--- src/rtl/ahb_bridge_length_decoder_pkg.sv ---
// Shared types and the length-to-HSIZE mapping for the bridge-side length decoder.
// Inverse of the master-side HSIZE-to-byte-count encoder.
package ahb_bridge_pkg;

  typedef enum logic [1:0] {
    IDLE    = 2'd0,
    COLLECT = 2'd1,
    OUTPUT  = 2'd2
  } state_t;

  localparam logic [2:0] HSIZE_8   = 3'b000;
  localparam logic [2:0] HSIZE_16  = 3'b001;
  localparam logic [2:0] HSIZE_32  = 3'b010;
  localparam logic [2:0] HSIZE_64  = 3'b011;
  localparam logic [2:0] HSIZE_128 = 3'b100;
  localparam logic [2:0] HSIZE_256 = 3'b101;

  typedef struct packed {
    logic       legal;
    logic [2:0] hsize;
  } size_dec_t;

  // Only exact powers of two up to max_bytes are legal; illegal lengths report HSIZE_8.
  function automatic size_dec_t len_to_hsize(input logic [5:0] len,
                                             input int unsigned max_bytes);
    size_dec_t r;
    r.legal = 1'b1;
    r.hsize = HSIZE_8;
    case (len)
      6'd1:    r.hsize = HSIZE_8;
      6'd2:    r.hsize = HSIZE_16;
      6'd4:    r.hsize = HSIZE_32;
      6'd8:    r.hsize = HSIZE_64;
      6'd16:   r.hsize = HSIZE_128;
      6'd32:   r.hsize = HSIZE_256;
      default: r.legal = 1'b0;
    endcase
    if ({26'd0, len} > max_bytes) r.legal = 1'b0;
    if (!r.legal) r.hsize = HSIZE_8;
    return r;
  endfunction

endpackage

--- src/rtl/ahb_bridge_length_decoder_if.sv ---
// Bus bundle between the bridge byte datapath (master) and the length decoder (slave).
// Every channel transfers on a cycle where valid & ready are both high at the rising edge.
interface ahb_bridge_length_decoder_if #(
  parameter int unsigned MAX_BYTES = 32
) ();
  localparam int unsigned DATA_W = 8 * MAX_BYTES;

  logic              LEN_VALID;
  logic [5:0]        SIGNAL_LENGTH;
  logic              LEN_READY;
  logic              BYTE_VALID;
  logic [7:0]        BYTE_DATA;
  logic              BYTE_READY;
  logic              WORD_VALID;
  logic              WORD_READY;
  logic [DATA_W-1:0] WORD_DATA;
  logic [2:0]        HSIZES;
  logic              SIZE_ERR;

  modport master (
    output LEN_VALID, SIGNAL_LENGTH, BYTE_VALID, BYTE_DATA, WORD_READY,
    input  LEN_READY, BYTE_READY, WORD_VALID, WORD_DATA, HSIZES, SIZE_ERR
  );

  modport slave (
    input  LEN_VALID, SIGNAL_LENGTH, BYTE_VALID, BYTE_DATA, WORD_READY,
    output LEN_READY, BYTE_READY, WORD_VALID, WORD_DATA, HSIZES, SIZE_ERR
  );
endinterface

--- src/rtl/ahb_bridge_length_decoder_size_decoder.sv ---
// Combinational byte-count to HSIZE decoder, bounded by MAX_BYTES.
module bridge_size_decoder
  import ahb_bridge_pkg::*;
#(
  parameter int unsigned MAX_BYTES = 32
) (
  input  logic [5:0] SIGNAL_LENGTH,
  output logic       LEGAL,
  output logic [2:0] HSIZES
);
  size_dec_t dec;

  always_comb begin
    dec    = len_to_hsize(SIGNAL_LENGTH, MAX_BYTES);
    LEGAL  = dec.legal;
    HSIZES = dec.hsize;
  end
endmodule

--- src/rtl/ahb_bridge_length_decoder.sv ---
// Takes a byte count and a serial LSB-first byte stream, recovers HSIZE and
// packs the bytes into one word handed downstream on a valid/ready channel.
module ahb_bridge_length_decoder
  import ahb_bridge_pkg::*;
#(
  parameter int unsigned MAX_BYTES = 32
) (
  input  logic                        HCLK,
  input  logic                        HRESETn,
  ahb_bridge_length_decoder_if.slave  bus,
  output state_t                      state_dbg
);
  localparam int unsigned DATA_W = 8 * MAX_BYTES;

  state_t            state;
  logic [5:0]        cnt;
  logic [5:0]        len;
  logic              len_ready;
  logic              byte_ready;
  logic              word_valid;
  logic [DATA_W-1:0] word_data;
  logic [2:0]        hsizes;
  logic              size_err;

  logic              dec_legal;
  logic [2:0]        dec_hsize;
  logic              len_hs;
  logic              byte_hs;
  logic              word_hs;
  logic              last_byte;
  logic [MAX_BYTES-1:0] lane_we;

  bridge_size_decoder #(.MAX_BYTES(MAX_BYTES)) u_size_dec (
    .SIGNAL_LENGTH (bus.SIGNAL_LENGTH),
    .LEGAL         (dec_legal),
    .HSIZES        (dec_hsize)
  );

  // Ready flags are registered per state, so handshakes only fire in the owning state.
  always_comb begin
    len_hs    = len_ready & bus.LEN_VALID;
    byte_hs   = byte_ready & bus.BYTE_VALID;
    word_hs   = word_valid & bus.WORD_READY;
    last_byte = (cnt == (len - 6'd1));
    lane_we   = '0;
    for (int i = 0; i < int'(MAX_BYTES); i++) begin
      lane_we[i] = byte_hs && (cnt == 6'(i));
    end
  end

  always_ff @(posedge HCLK or negedge HRESETn) begin
    if (!HRESETn) begin
      state      <= IDLE;
      cnt        <= '0;
      len        <= '0;
      len_ready  <= 1'b0;
      byte_ready <= 1'b0;
      word_valid <= 1'b0;
      word_data  <= '0;
      hsizes     <= '0;
      size_err   <= 1'b0;
    end else begin
      size_err <= 1'b0;
      case (state)
        IDLE: begin
          len_ready <= 1'b1;
          if (len_hs) begin
            if (dec_legal) begin
              len        <= bus.SIGNAL_LENGTH;
              hsizes     <= dec_hsize;
              word_data  <= '0;
              cnt        <= '0;
              len_ready  <= 1'b0;
              byte_ready <= 1'b1;
              state      <= COLLECT;
            end else begin
              size_err <= 1'b1;
            end
          end
        end
        COLLECT: begin
          for (int i = 0; i < int'(MAX_BYTES); i++) begin
            if (lane_we[i]) word_data[8*i +: 8] <= bus.BYTE_DATA;
          end
          if (byte_hs) begin
            cnt <= cnt + 6'd1;
            if (last_byte) begin
              byte_ready <= 1'b0;
              word_valid <= 1'b1;
              state      <= OUTPUT;
            end
          end
        end
        OUTPUT: begin
          if (word_hs) begin
            word_valid <= 1'b0;
            len_ready  <= 1'b1;
            state      <= IDLE;
          end
        end
        default: begin
          state      <= IDLE;
          len_ready  <= 1'b0;
          byte_ready <= 1'b0;
          word_valid <= 1'b0;
        end
      endcase
    end
  end

  assign bus.LEN_READY  = len_ready;
  assign bus.BYTE_READY = byte_ready;
  assign bus.WORD_VALID = word_valid;
  assign bus.WORD_DATA  = word_data;
  assign bus.HSIZES     = hsizes;
  assign bus.SIZE_ERR   = size_err;
  assign state_dbg      = state;

endmodule

--- src/flat_wrapper.sv ---
// flat-port wrapper written by rule: the top's interface ports become plain ports
module ahb_bridge_length_decoder_flat import ahb_bridge_pkg::*;
#(
  parameter int unsigned MAX_BYTES = 32
)
  (HCLK, HRESETn, state_dbg, bus_LEN_VALID, bus_SIGNAL_LENGTH, bus_BYTE_VALID, bus_BYTE_DATA, bus_WORD_READY, bus_LEN_READY, bus_BYTE_READY, bus_WORD_VALID, bus_WORD_DATA, bus_HSIZES, bus_SIZE_ERR);
  ahb_bridge_length_decoder_if #(.MAX_BYTES(MAX_BYTES)) bus_i ();
  input  logic HCLK;
  input  logic HRESETn;
  output state_t state_dbg;
  input wire logic [$bits(bus_i.LEN_VALID)-1:0] bus_LEN_VALID;
  input wire logic [$bits(bus_i.SIGNAL_LENGTH)-1:0] bus_SIGNAL_LENGTH;
  input wire logic [$bits(bus_i.BYTE_VALID)-1:0] bus_BYTE_VALID;
  input wire logic [$bits(bus_i.BYTE_DATA)-1:0] bus_BYTE_DATA;
  input wire logic [$bits(bus_i.WORD_READY)-1:0] bus_WORD_READY;
  output wire logic [$bits(bus_i.LEN_READY)-1:0] bus_LEN_READY;
  output wire logic [$bits(bus_i.BYTE_READY)-1:0] bus_BYTE_READY;
  output wire logic [$bits(bus_i.WORD_VALID)-1:0] bus_WORD_VALID;
  output wire logic [$bits(bus_i.WORD_DATA)-1:0] bus_WORD_DATA;
  output wire logic [$bits(bus_i.HSIZES)-1:0] bus_HSIZES;
  output wire logic [$bits(bus_i.SIZE_ERR)-1:0] bus_SIZE_ERR;
  assign bus_i.LEN_VALID = bus_LEN_VALID;
  assign bus_i.SIGNAL_LENGTH = bus_SIGNAL_LENGTH;
  assign bus_i.BYTE_VALID = bus_BYTE_VALID;
  assign bus_i.BYTE_DATA = bus_BYTE_DATA;
  assign bus_i.WORD_READY = bus_WORD_READY;
  assign bus_LEN_READY = bus_i.LEN_READY;
  assign bus_BYTE_READY = bus_i.BYTE_READY;
  assign bus_WORD_VALID = bus_i.WORD_VALID;
  assign bus_WORD_DATA = bus_i.WORD_DATA;
  assign bus_HSIZES = bus_i.HSIZES;
  assign bus_SIZE_ERR = bus_i.SIZE_ERR;
  ahb_bridge_length_decoder #(.MAX_BYTES(MAX_BYTES)) u_core (.HCLK(HCLK), .HRESETn(HRESETn), .bus(bus_i), .state_dbg(state_dbg));
endmodule
--- config.mk ---
export PLATFORM = sky130hd
export DESIGN_NAME = ahb_bridge_length_decoder_flat
export DESIGN_NICKNAME = d
export VERILOG_FILES = /design/src/rtl/ahb_bridge_length_decoder_pkg.sv /design/src/rtl/ahb_bridge_length_decoder_if.sv /design/src/rtl/ahb_bridge_length_decoder_size_decoder.sv /design/src/rtl/ahb_bridge_length_decoder.sv /design/src/flat_wrapper.sv
export SDC_FILE = /design/constraint.sdc
export NUM_CORES = 1
export LEC_CHECK = 0
export ABC_AREA = 1
export CAP_MARGIN = 30
export CORE_MARGIN = 2
export CORE_UTILIZATION = 54
export DETAILED_ROUTE_END_ITERATION = 8
export GPL_TIMING_DRIVEN = 0
export PLACE_DENSITY_LB_ADDON = 0.2
export SYNTH_ARGS = -nofsm -noshare
export SYNTH_HDL_FRONTEND = slang
export SYNTH_SLANG_ARGS = --single-unit
--- constraint.sdc ---
create_clock -name HCLK -period 3.65 [get_ports HCLK]
set_input_delay 1.095 -clock HCLK [delete_from_list [all_inputs] [get_ports HCLK]]
set_output_delay 1.095 -clock HCLK [all_outputs]
set_load 0.02 [all_outputs]
# After elaboration in Yosys (flattened, before gate mapping)
# Index checks and enable logic that the tools add are counted.
# W data, S select, Z words.
[totals] word_cells=263 inputBits=19 regBits=277 out_inout_bits=265
[op_classes] n_mux=63 n_eq_ne=77 addsub=2 n_lt_le_gt_ge=1 bitwise=6 reduce_logical=74
[op_table] cell="$mux W256" count=2
[op_table] cell="$pmux W256 S2" count=1
[op_table] cell="$mux W8" count=32
[op_table] cell="$reduce_and A4 Y1" count=34
[op_table] cell="$eq A6 B5 Y1 const B" count=17
[op_table] cell="$ne A2 B1 Y1 const B" count=37
[op_table] cell="$eq A6 B4 Y1 const B" count=9
[op_table] cell="$logic_and A1 B1 Y1" count=32
[op_table] cell="$eq A6 B3 Y1 const B" count=5
[op_table] cell="$eq A6 B2 Y1 const B" count=3
[op_table] cell="$mux W6" count=3
[op_table] cell="$pmux W3 S5" count=1
[op_table] cell="$mux W1" count=14
[op_table] cell="$eq A6 B1 Y1 const B" count=2
[op_table] cell="$pmux W6 S2" count=1
[op_table] cell="$mux W2" count=5
[op_table] cell="$reduce_and A5 Y1" count=2
[op_table] cell="$pmux W1 S3" count=3
[op_table] cell="$add A6 B1 Y6 const B" count=1
[op_table] cell="$eq A6 B6 Y1" count=1
[op_table] cell="$eq A6 B6 Y1 const B" count=1
[op_table] cell="$gt A6 B6 Y1 const B" count=1
[op_table] cell="$logic_not A6 Y1" count=1
[op_table] cell="$pmux W2 S3" count=1
[op_table] cell="other kinds (10)" count=14

# Depth between registers and ports, before layout
# Gate-level depths: netlist (run 1).
[depth] depth_word=7 mapped_depth=14

# Hierarchy
# A second synthesis (run 1) with hierarchy kept.
[hier_totals] cells_unflattened=840 area_unflattened_um2=11397.2
[by_module_without_submodules] module="ahb_bridge_length_decoder" cells_per_inst=805 instances=1 area_each_um2=11225.8 seq_area_each_um2=6931.6
[by_module_without_submodules] module="bridge_size_decoder" cells_per_inst=35 instances=1 area_each_um2=171.4 seq_area_each_um2=0.0

# Worst setup path before layout (run 1)
# No wires, ideal clock.
[synth_timing] kind="in2reg" startpoint="in bus_SIGNAL_LENGTH[2]" endpoint="reg u_core.word_data[18] (netlist: u_core.bus.WORD_DATA[18])" stages=10 arrival_ps=2225 path_buffers=2 t_required_ps=3533 setup_slack_ps=1308 cell_sequence="nor2_1 -> nand2_1 -> a21oi_1 -> nor2_1 -> nand2_2 -> nand2_2 -> buf_2 -> buf_2 -> nand3_1 -> nand2_1"
[synth_via] elab_chain_cells=6 elab_cells_between_ends=12
[synth_rtl] item="start: declaration" line="flat_wrapper.sv:12" text="input wire logic [$bits(bus_i.SIGNAL_LENGTH)-1:0] bus_SIGNAL_LENGTH;"
[synth_rtl] item="$eq A6 B6 Y1 (tied with other cells)" line="ahb_bridge_length_decoder_pkg.sv:29" text="case (len)"
[synth_rtl] item="$reduce_or A6 Y1 (no line)"
[synth_rtl] item="$mux W1" line="ahb_bridge_length_decoder_pkg.sv:29"
[synth_rtl] item="$mux W1 *" line="ahb_bridge_length_decoder_pkg.sv:38" text="if ({26'd0, len} > max_bytes) r.legal = 1'b0;"
[synth_rtl] item="$ne A2 B1 Y1 (no line) *"
[synth_rtl] item="$reduce_and A4 Y1 (no line) *"
[synth_rtl] item="end signal: indexed assignment" line="ahb_bridge_length_decoder.sv:83" text="if (lane_we[i]) word_data[8*i +: 8] <= bus.BYTE_DATA;"
[synth_rtl] item="end: declaration" line="ahb_bridge_length_decoder.sv:21" text="logic [DATA_W-1:0] word_data;"
# Every way passes the cells marked *; elsewhere a longest branch is shown, timed or not.
# A chain may end at the register's enable or synchronous reset.

# Worst setup path in the final report (run 1)
[layout_timing] startpoint="in bus_BYTE_VALID" endpoint="reg u_core.word_data[81] (netlist: u_core.bus.WORD_DATA[81])"
[layout_via] elab_chain_cells=4
[layout_rtl] item="start: declaration" line="flat_wrapper.sv:13" text="input wire logic [$bits(bus_i.BYTE_VALID)-1:0] bus_BYTE_VALID;"
[layout_rtl] item="$and A1 B1 Y1" line="ahb_bridge_length_decoder.sv:42" text="byte_hs = byte_ready & bus.BYTE_VALID;"
[layout_rtl] item="$logic_and A1 B1 Y1" line="ahb_bridge_length_decoder.sv:47" text="lane_we[i] = byte_hs && (cnt == 6'(i));"
[layout_rtl] item="$ne A2 B1 Y1 (no line)"
[layout_rtl] item="$reduce_and A4 Y1 (no line)"
# Every way passes these cells.

==> run summary, run 1 <==
The number of antenna violations at the first check in global routing is 0. The global route total overflow came out at 0. The largest voltage drop on the vdd net is 0.334 mV. The number of top-level design ports came out at 284. The total number of nets in the final design is 1730. The depth of the worst register-to-register path is 8. The last weighted congestion value of the routability-driven placer is 0.851.

The library cells used most frequently in the layout, excluding fill and tap cells, are 633 x sky130_fd_sc_hd__nand2_1, 282 x sky130_fd_sc_hd__clkdlybuf4s50_1, 277 x sky130_fd_sc_hd__dfrtp_1, 273 x sky130_fd_sc_hd__nand3_1, 47 x sky130_fd_sc_hd__nor2_1. The initial standard-cell utilization of the core is 55.4%. Counting every net in the synthesized netlist gives 1416.

In this run the critical register-to-register path is launched from u_core.state_dbg[0]. The path class of the tightest hold or removal check is reg2reg. Compared with the post-synthesis result, the final layout area differs by 35.4%. The relative slew slack is 40.4%.

The final clock period utilization by the worst path came out at 77.8%. The wire-length estimate of the detail-placed layout is 26.3 mm. In this run, distinct cell masters in the synthesized netlist total 21.

The pin slew with the least headroom to its limit is 893 ps. The areal power density over the cells came out at 385 nW/um^2. The static power due to leakage is 0.00842 uW. The worst setup skew after layout came out at 10.8 ps.

Leaving out fill and tap cells, the most frequent cell in the layout is sky130_fd_sc_hd__nand2_1. The maximum count of clock buffers along a single path is 3. The final instance area is 15900 sq um. The footprint of the flip-flops and latches is 6930 sq um. The remaining routing DRC violations came out at 0.

TritonCTS built the clock tree. Summing all multi-input logic gate instances after layout gives 4340 sq um. The count of final setup violators is 0. By startpoint and endpoint, the worst setup path is classified as in2reg. The total number of vias came out at 11200.

The number of vias per cell after detailed routing came out at 5.59. The slowest stage of the critical path belongs to the cell sky130_fd_sc_hd__clkdlybuf4s50_1. The clock-pin transition on the worst setup and hold timing paths came out at 70 ps.

The max-cap check violation count is 0. Setup repair after global routing left no endpoint under its margin. The internal power is 4770 uW. The via count of the first global-routing pass came to 10600. The final total negative setup slack is 0 ps.

The synthesized instance count is 1392. The combined area of all synthesized cells is 11700 sq um. The sequential-to-total area share from yosys stat came out at 59.2%. The wire length reported by the detailed router came out at 38.1 mm. The final hold violation count is 0. The largest fanout on the critical path came out at 10.

In this run the vertical extent of the chip is 151 um. The switching share of power came out at 21.9%. The worst setup path endpoint is u_core.bus.WORD_DATA[81]. The net switching power of the design is 1340 uW. Once the clock tree was built, the setup fixing pass inserted 0 buffers. The arrival time at the worst endpoint is 3310 ps. The number of slew-limit violations in the final report was 0. The die covers 22900 sq um. The average routed wire per standard cell came out at 19.0 um. The signal on the critical path passes through clkdlybuf4s50_1 > nand2_1 > nor3_4 > buf_2 > nand2_1 > nand2_1 > nand2_1 > nand2_1.

The number of antenna diodes is 0. The clock latency of the later-clocked register in the worst-skew pair came out at 540 ps. Clock tree synthesis selected as its root buffer the cell sky130_fd_sc_hd__clkbuf_16. The time the worst path needs with I/O delays and setup is 2840 ps. The total of hold buffers inserted after clock tree synthesis is 0. The largest incremental delay on the critical path is 500 ps. For this run, the detailed router's first-pass iteration total came to 7. The post-layout instance count excluding filler cells is 2002.

The most numerous cell type found on the critical path is sky130_fd_sc_hd__nand2_1. CTS built an H-tree with a depth of 1. The reg2reg setup slack came out at 1380 ps.

The worst hold slack after final layout is 496 ps. After floorplanning, the core was sized to cover 21200 sq um. The global routing usage summed across all routing layers came out at 33.3%. The utilization after layout is 75.0%. The part of the power in combinational logic is 3.0%. The number of warnings reported in the yosys synthesis log is 0. The count of standard-cell rows came out at 53. Buffers placed on the I/O ports in this run total 283. The end of the worst register-to-register path is u_core.bus.WORD_DATA[146].

The worst setup path is launched from an input pin. The flow ran to the end, and the final reports show no timing, DRC or antenna violations. The number of gates resized after cts is 0.

The global-route wire length before repair is 58.5 mm. The largest net degree at the start of global routing came out at 109. The ratio of cells with drive above 1 in the final layout is 6.77%. The number of sinks handled by clock tree synthesis came out at 277. Tracing the worst setup path back leads to its startpoint at bus_BYTE_VALID. The sequential group share of total power came out at 50.2%. The placed instances occupy a cell area of 15000 sq um.

The die boundary width is 151 um. The worst setup path is captured at a register. The maximum clock frequency came out at 352 MHz.

In this run, placement finished with an instance count of 1952. Per report_power, the clock group accounts for 46.8% of the total. The fill cell instance count of the final layout is 1510. The critical path required time is 4130 ps. The number of buffers added by the clock tree synthesis step came out at 27. In this run the mean area of a mapped cell was 8.42 sq um. The initial DRC count is 994. The flip-flop and latch count after synthesis is 277. The post-detailed-route count of antenna-violating nets is 0.
registers in the layout (all words and copies together), names as in the netlist:
register / cells
u_core.len: 6
u_core.bus.LEN_READY: 1
u_core.cnt: 6
u_core.bus.WORD_DATA: 256
u_core.bus.WORD_VALID: 1
u_core.bus.SIZE_ERR: 1
u_core.bus.BYTE_READY: 1
u_core.bus.HSIZES: 3
u_core.state_dbg: 2
worst max-delay path, delay by kind of cell:
kind / cells / cell delay, ps
and+or+nand+nor: 6 / 1400
buffers and inverters: 2 / 810
power by group through the flow:
stage | registers (uW) | clock network (uW) | logic (uW)
after floorplan | 3130 | 0 | 46.7
after global placement | 3130 | 0 | 172
after detailed placement | 3130 | 0 | 181
after CTS | 3070 | 2870 | 182
after global routing | 3070 | 3000 | 197
final | 3070 | 2860 | 181
through the flow:
step                      worst slack (ps)  power (uW)
after floorplan                       1310        3170
after global placement              -10220        3300
after detailed placement               324        3310
after CTS                              821        6120
final                                  811        6110
after global routing                   700        6270
cell families (layout without fill, tap and decap cells):
group / Yosys count / count (layout) / synth area share (%)
compound gates: 23 / 23 / 1.04
xor+xnor: 5 / 5 / 0.374
fa+ha+maj: 5 / 5 / 0.534
buf+inv: 101 / 436 / 3.78
flops: 277 / 277 / 59.2
simple gates: 981 / 981 / 35.1
layer usage:
metal	routed length (um)	GRT usage, %
met2	17800	52.5
met1	14900	45.4
met4	1260	11.6
met3	4110	8.07
met5	0	0
worst min-delay path by stage:
stage / to / from / slack (ps) / depth (start not counted)
3_3_place_gp: u_core.bus.HSIZES[2] / u_core.bus.HSIZES[2] / 470 / 2
4_1_cts: u_core.bus.HSIZES[0] / u_core.bus.HSIZES[0] / 500 / 2
5_1_grt: u_core.bus.HSIZES[1] / u_core.bus.HSIZES[1] / 530 / 2
6_report: u_core.bus.HSIZES[2] / u_core.bus.HSIZES[2] / 500 / 2
3_5_place_dp: u_core.bus.HSIZES[2] / u_core.bus.HSIZES[2] / 480 / 2
2_1_floorplan: u_core.len[5] / u_core.len[5] / 470 / 2
synthesized netlist by cell type:
master | number | area [sq um]
sky130_fd_sc_hd__a31oi_1 | 1 | 6.26
sky130_fd_sc_hd__inv_2 | 2 | 7.51
sky130_fd_sc_hd__ha_1 | 5 | 62.6
sky130_fd_sc_hd__xor2_1 | 2 | 17.5
sky130_fd_sc_hd__clkbuf_1 | 17 | 63.8
sky130_fd_sc_hd__nor3_1 | 2 | 10.0
sky130_fd_sc_hd__xnor2_1 | 3 | 26.3
sky130_fd_sc_hd__buf_2 | 45 | 225
sky130_fd_sc_hd__nand3_1 | 273 | 1370
sky130_fd_sc_hd__buf_6 | 1 | 11.3
sky130_fd_sc_hd__o21ai_0 | 16 | 80.1
sky130_fd_sc_hd__nand2_2 | 19 | 119
sky130_fd_sc_hd__dfrtp_1 | 277 | 6930
sky130_fd_sc_hd__o211a_1 | 1 | 10.0
sky130_fd_sc_hd__nor2_4 | 1 | 11.3
sky130_fd_sc_hd__nand2_1 | 633 | 2380
sky130_fd_sc_hd__nor2_1 | 47 | 176
sky130_fd_sc_hd__inv_1 | 36 | 135
sky130_fd_sc_hd__a21oi_1 | 5 | 25.0
sky130_fd_sc_hd__nand4_1 | 4 | 25.0
sky130_fd_sc_hd__nor3_4 | 2 | 32.5
area by class of cell:
cell class / count / area share [%]
sequential: 277 / 43.7
clock buffer: 41 / 5.10
inverter: 38 / 0.899
tap: 275 / 2.17
clock inverter: 9 / 0.623
timing repair buffer: 285 / 18.2
buffer: 63 / 1.89
multi-input combinational: 1014 / 27.4
Note: power is estimated with default switching activity, not from simulation.
==> run 2: changes to the inputs <==
Settings changed: CORE_UTILIZATION 54 to 50.
Clock period 3.65 ns to 2.9 ns, I/O delays scaled along.
==> run 2 against run 1 <==
Total power increased by 33%. Sequential power increased by 26%. Critical endpoint is now u_core.bus.WORD_DATA[207]. Non-clock buffer count unchanged. Clock skew decreased by 1.1 ps. Clock power increased by 42%. Register-to-register slack got worse by 910 ps. Largest cell class unchanged. Final cell count increased by 2.3%. Highest routed layer unchanged. First-iteration DRC count decreased by 9.2%. Combinational power increased by 27%. Routed wire length increased by 2.4%.
==> run summary, run 2 (same netlist as run 1, synthesis figures left out) <==
Setup repair after global routing left no endpoint under its margin. The number of setup buffers added after CTS is 0. In this run the worst hold path is classified as in2async.

The number of top-level design ports is 284. For this run, the number of standard cells in the final layout without fillers is 2048. The signal on the critical path passes through clkdlybuf4s50_1 > nor2_1 > nand3_1 > nand2_1 > nor2_1 > nand2_2 > nand2_2 > buf_2 > nand2_1 > nand2_1 > nand2_1.

For the worst setup path, the data required time is 3330 ps. The met3 track utilization from global routing is 7.85%. The relative slew slack is 40.1%. The area of the core region is 23300 sq um. The count of buffers from port buffering is 283. The share of total power dissipated in sequential elements is 47.4%. The global-route wire length before repair came out at 60.0 mm. The die is 157 um wide.

The critical path is of the in2reg type. Routability-driven placement finished with a final weighted congestion of 0.898. The total number of vias came out at 11100. For this configuration, the core starts out at a cell density of 50.4%. The full die area came out at 24700 sq um. After detailed routing, the average wire length per cell comes to 19.0 um. The static power due to leakage came out at 0.00849 uW.

The repair_antennas step left the layout with diodes totalling 0. In this design, the stage delay of the slowest critical-path cell is 550 ps. In the layout the commonest cells are 633 x sky130_fd_sc_hd__nand2_1, 282 x sky130_fd_sc_hd__clkdlybuf4s50_1, 277 x sky130_fd_sc_hd__dfrtp_1, 273 x sky130_fd_sc_hd__nand3_1, 47 x sky130_fd_sc_hd__nor2_1. The most common cell after layout, fill and taps aside is sky130_fd_sc_hd__nand2_1. For this run, the detailed router's first-pass iteration total came to 7. The number of buffers added by the clock tree synthesis step is 28. The worst setup path is launched from an input pin.

The net switching power of the design is 1740 uW. CTS built an H-tree with a depth of 1. The global route total overflow came out at 0. In the global route stage, overall resource usage came out at 31.4%. The total power came out at 8150 uW. The max-cap check violation count is 0. The number of slew-limit violations in the final report was 0. The clock-pin transition on the worst setup and hold timing paths came out at 60 ps.

The clock network burns 49.8% of the power. The count of final setup violators came out at 0. The wire length reported by the detailed router is 39.0 mm.

The switching share of power is 21.3%. The detailed-placement wirelength estimate is 26.5 mm. The time the worst path needs with I/O delays and setup is 2680 ps. Across the VDD grid, the largest voltage drop is 0.410 mV. After global routing, the most crowded layer is met2. The areal power density over the cells is 508 nW/um^2. The initial DRC count is 903. The global-route met1 utilization came out at 43.9%. STA classifies the critical path endpoint as a register. The arrival time at the worst endpoint came out at 3110 ps. The number of flip-flops in the largest register is 256.

The ratio of cells with drive above 1 in the final layout is 7.00%. The maximum clock frequency came out at 373 MHz. After filler insertion, the fill cell instance count of the layout stands at 1893. The count of standard-cell rows is 56. The run finished with clean final reports.

The worst setup skew after layout is 9.62 ps. In this run the register-to-register setup slack is 470 ps. The clock latency of the later-clocked register in the worst-skew pair came out at 540 ps. The post-detailed-route count of antenna-violating nets is 0. Gates resized during post-CTS repair numbered 0. The number of antenna violations at the first check in global routing came out at 0. The total of hold buffers inserted after clock tree synthesis came out at 0.

The internal power came out at 6420 uW. Relative to the synthesized area, the layout overhead comes to 37.0%. The maximum count of clock buffers along a single path is 3. The vertical die dimension came out at 157 um.

The CTS tree is yes. The tree is rooted in a sky130_fd_sc_hd__clkbuf_16. After detailed routing, the number of vias per cell comes to 5.44. Clock tree synthesis found a total of 277 sinks. The net count of the finished layout is 1731. The via count of the first global-routing pass came out at 10600. The pin slew with the least headroom to its limit came out at 899 ps. The part of the power in combinational logic is 2.8%.

The final hold violation count is 0. Entering global routing, the biggest net connects 110 pins. The most numerous cell type found on the critical path is sky130_fd_sc_hd__nand2_1.

The largest fanout on the critical path is 10. The global-route met2 utilization came out at 49.4%. The final clock period utilization by the worst path is 92.4%. The cell with the biggest individual delay on the critical path is sky130_fd_sc_hd__clkdlybuf4s50_1. The number of cells in the design after placement came out at 1996. For this run, design rule violations remaining after detail routing come to 0.
-- run 2: cell types whose count changed in the layout (fill, tap and decap cells not counted), sizes merged --
cell    previous run  this run
inv               39        38
clkbuf            58        56
clkinv             6         7
bufinv             2         6
-- run 2: power groups by stage --
| stage | logic, uW | registers [uW] | clock network [uW] |
|---|---|---|---|
| after floorplan | 58.8 | 3940 | 0 |
| after CTS | 233 | 3860 | 4070 |
| final | 229 | 3860 | 4060 |
| after detailed placement | 232 | 3940 | 0 |
| after global placement | 220 | 3940 | 0 |
| after global routing | 252 | 3860 | 4240 |
-- run 2: path summary, 6_finish.rpt --
kind | cells after the start | endpoint | from
setup / recovery | 11 | u_core.bus.WORD_DATA[207] | bus_SIGNAL_LENGTH[3]
min in group HCLK | 2 | u_core.bus.HSIZES[2] | u_core.bus.HSIZES[2]
hold / removal | 1 | u_core.bus.WORD_DATA[187] | HRESETn
hold reg to reg | 2 | u_core.bus.HSIZES[2] | u_core.bus.HSIZES[2]
max in group asynchronous | 2 | u_core.bus.WORD_DATA[28] | HRESETn
setup reg to reg | 7 | u_core.bus.WORD_DATA[153] | u_core.state_dbg[0]
-- run 2: metal layers --
| layer | vias up | part of all wire (%) |
|---|---|---|
| met2 | 549 | 46 |
| met4 | 0 | 2.6 |
| li1 | 5093 | - |
| met3 | 63 | 10 |
| met5 | - | 0 |
| met1 | 5437 | 41 |
-- run 2: final cells by class --
class / count / area [sq um] / share of cell area [%]
inverter: 38 / 143 / 0.889
timing repair buffer: 285 / 2890 / 18.0
multi-input combinational: 1014 / 4340 / 27.1
sequential: 277 / 6930 / 43.2
clock inverter: 13 / 215 / 1.34
tap: 319 / 399 / 2.49
buffer: 63 / 300 / 1.87
clock buffer: 39 / 823 / 5.13
-- run 2: critical path: cells and delay by family --
kind / cells / cell delay, ps
AND/OR/NAND/NOR: 9 / 1300
buffers and inverters: 2 / 920
-- run 2: through the flow --
step           worst slack (ps)  area, sq um  utilization, %  hold slack [ps]  TNS (ps)
2_1_floorplan               783        11700               -              475         0
3_5_place_dp               -293        15000            64.5              474    -56380
4_1_cts                     264        16000            69.0              376         0
6_report                    219        16000            69.0              350         0
3_3_place_gp             -10930        15000            64.3              474  -3060070
5_1_grt                    82.5        16000            69.0              408         0
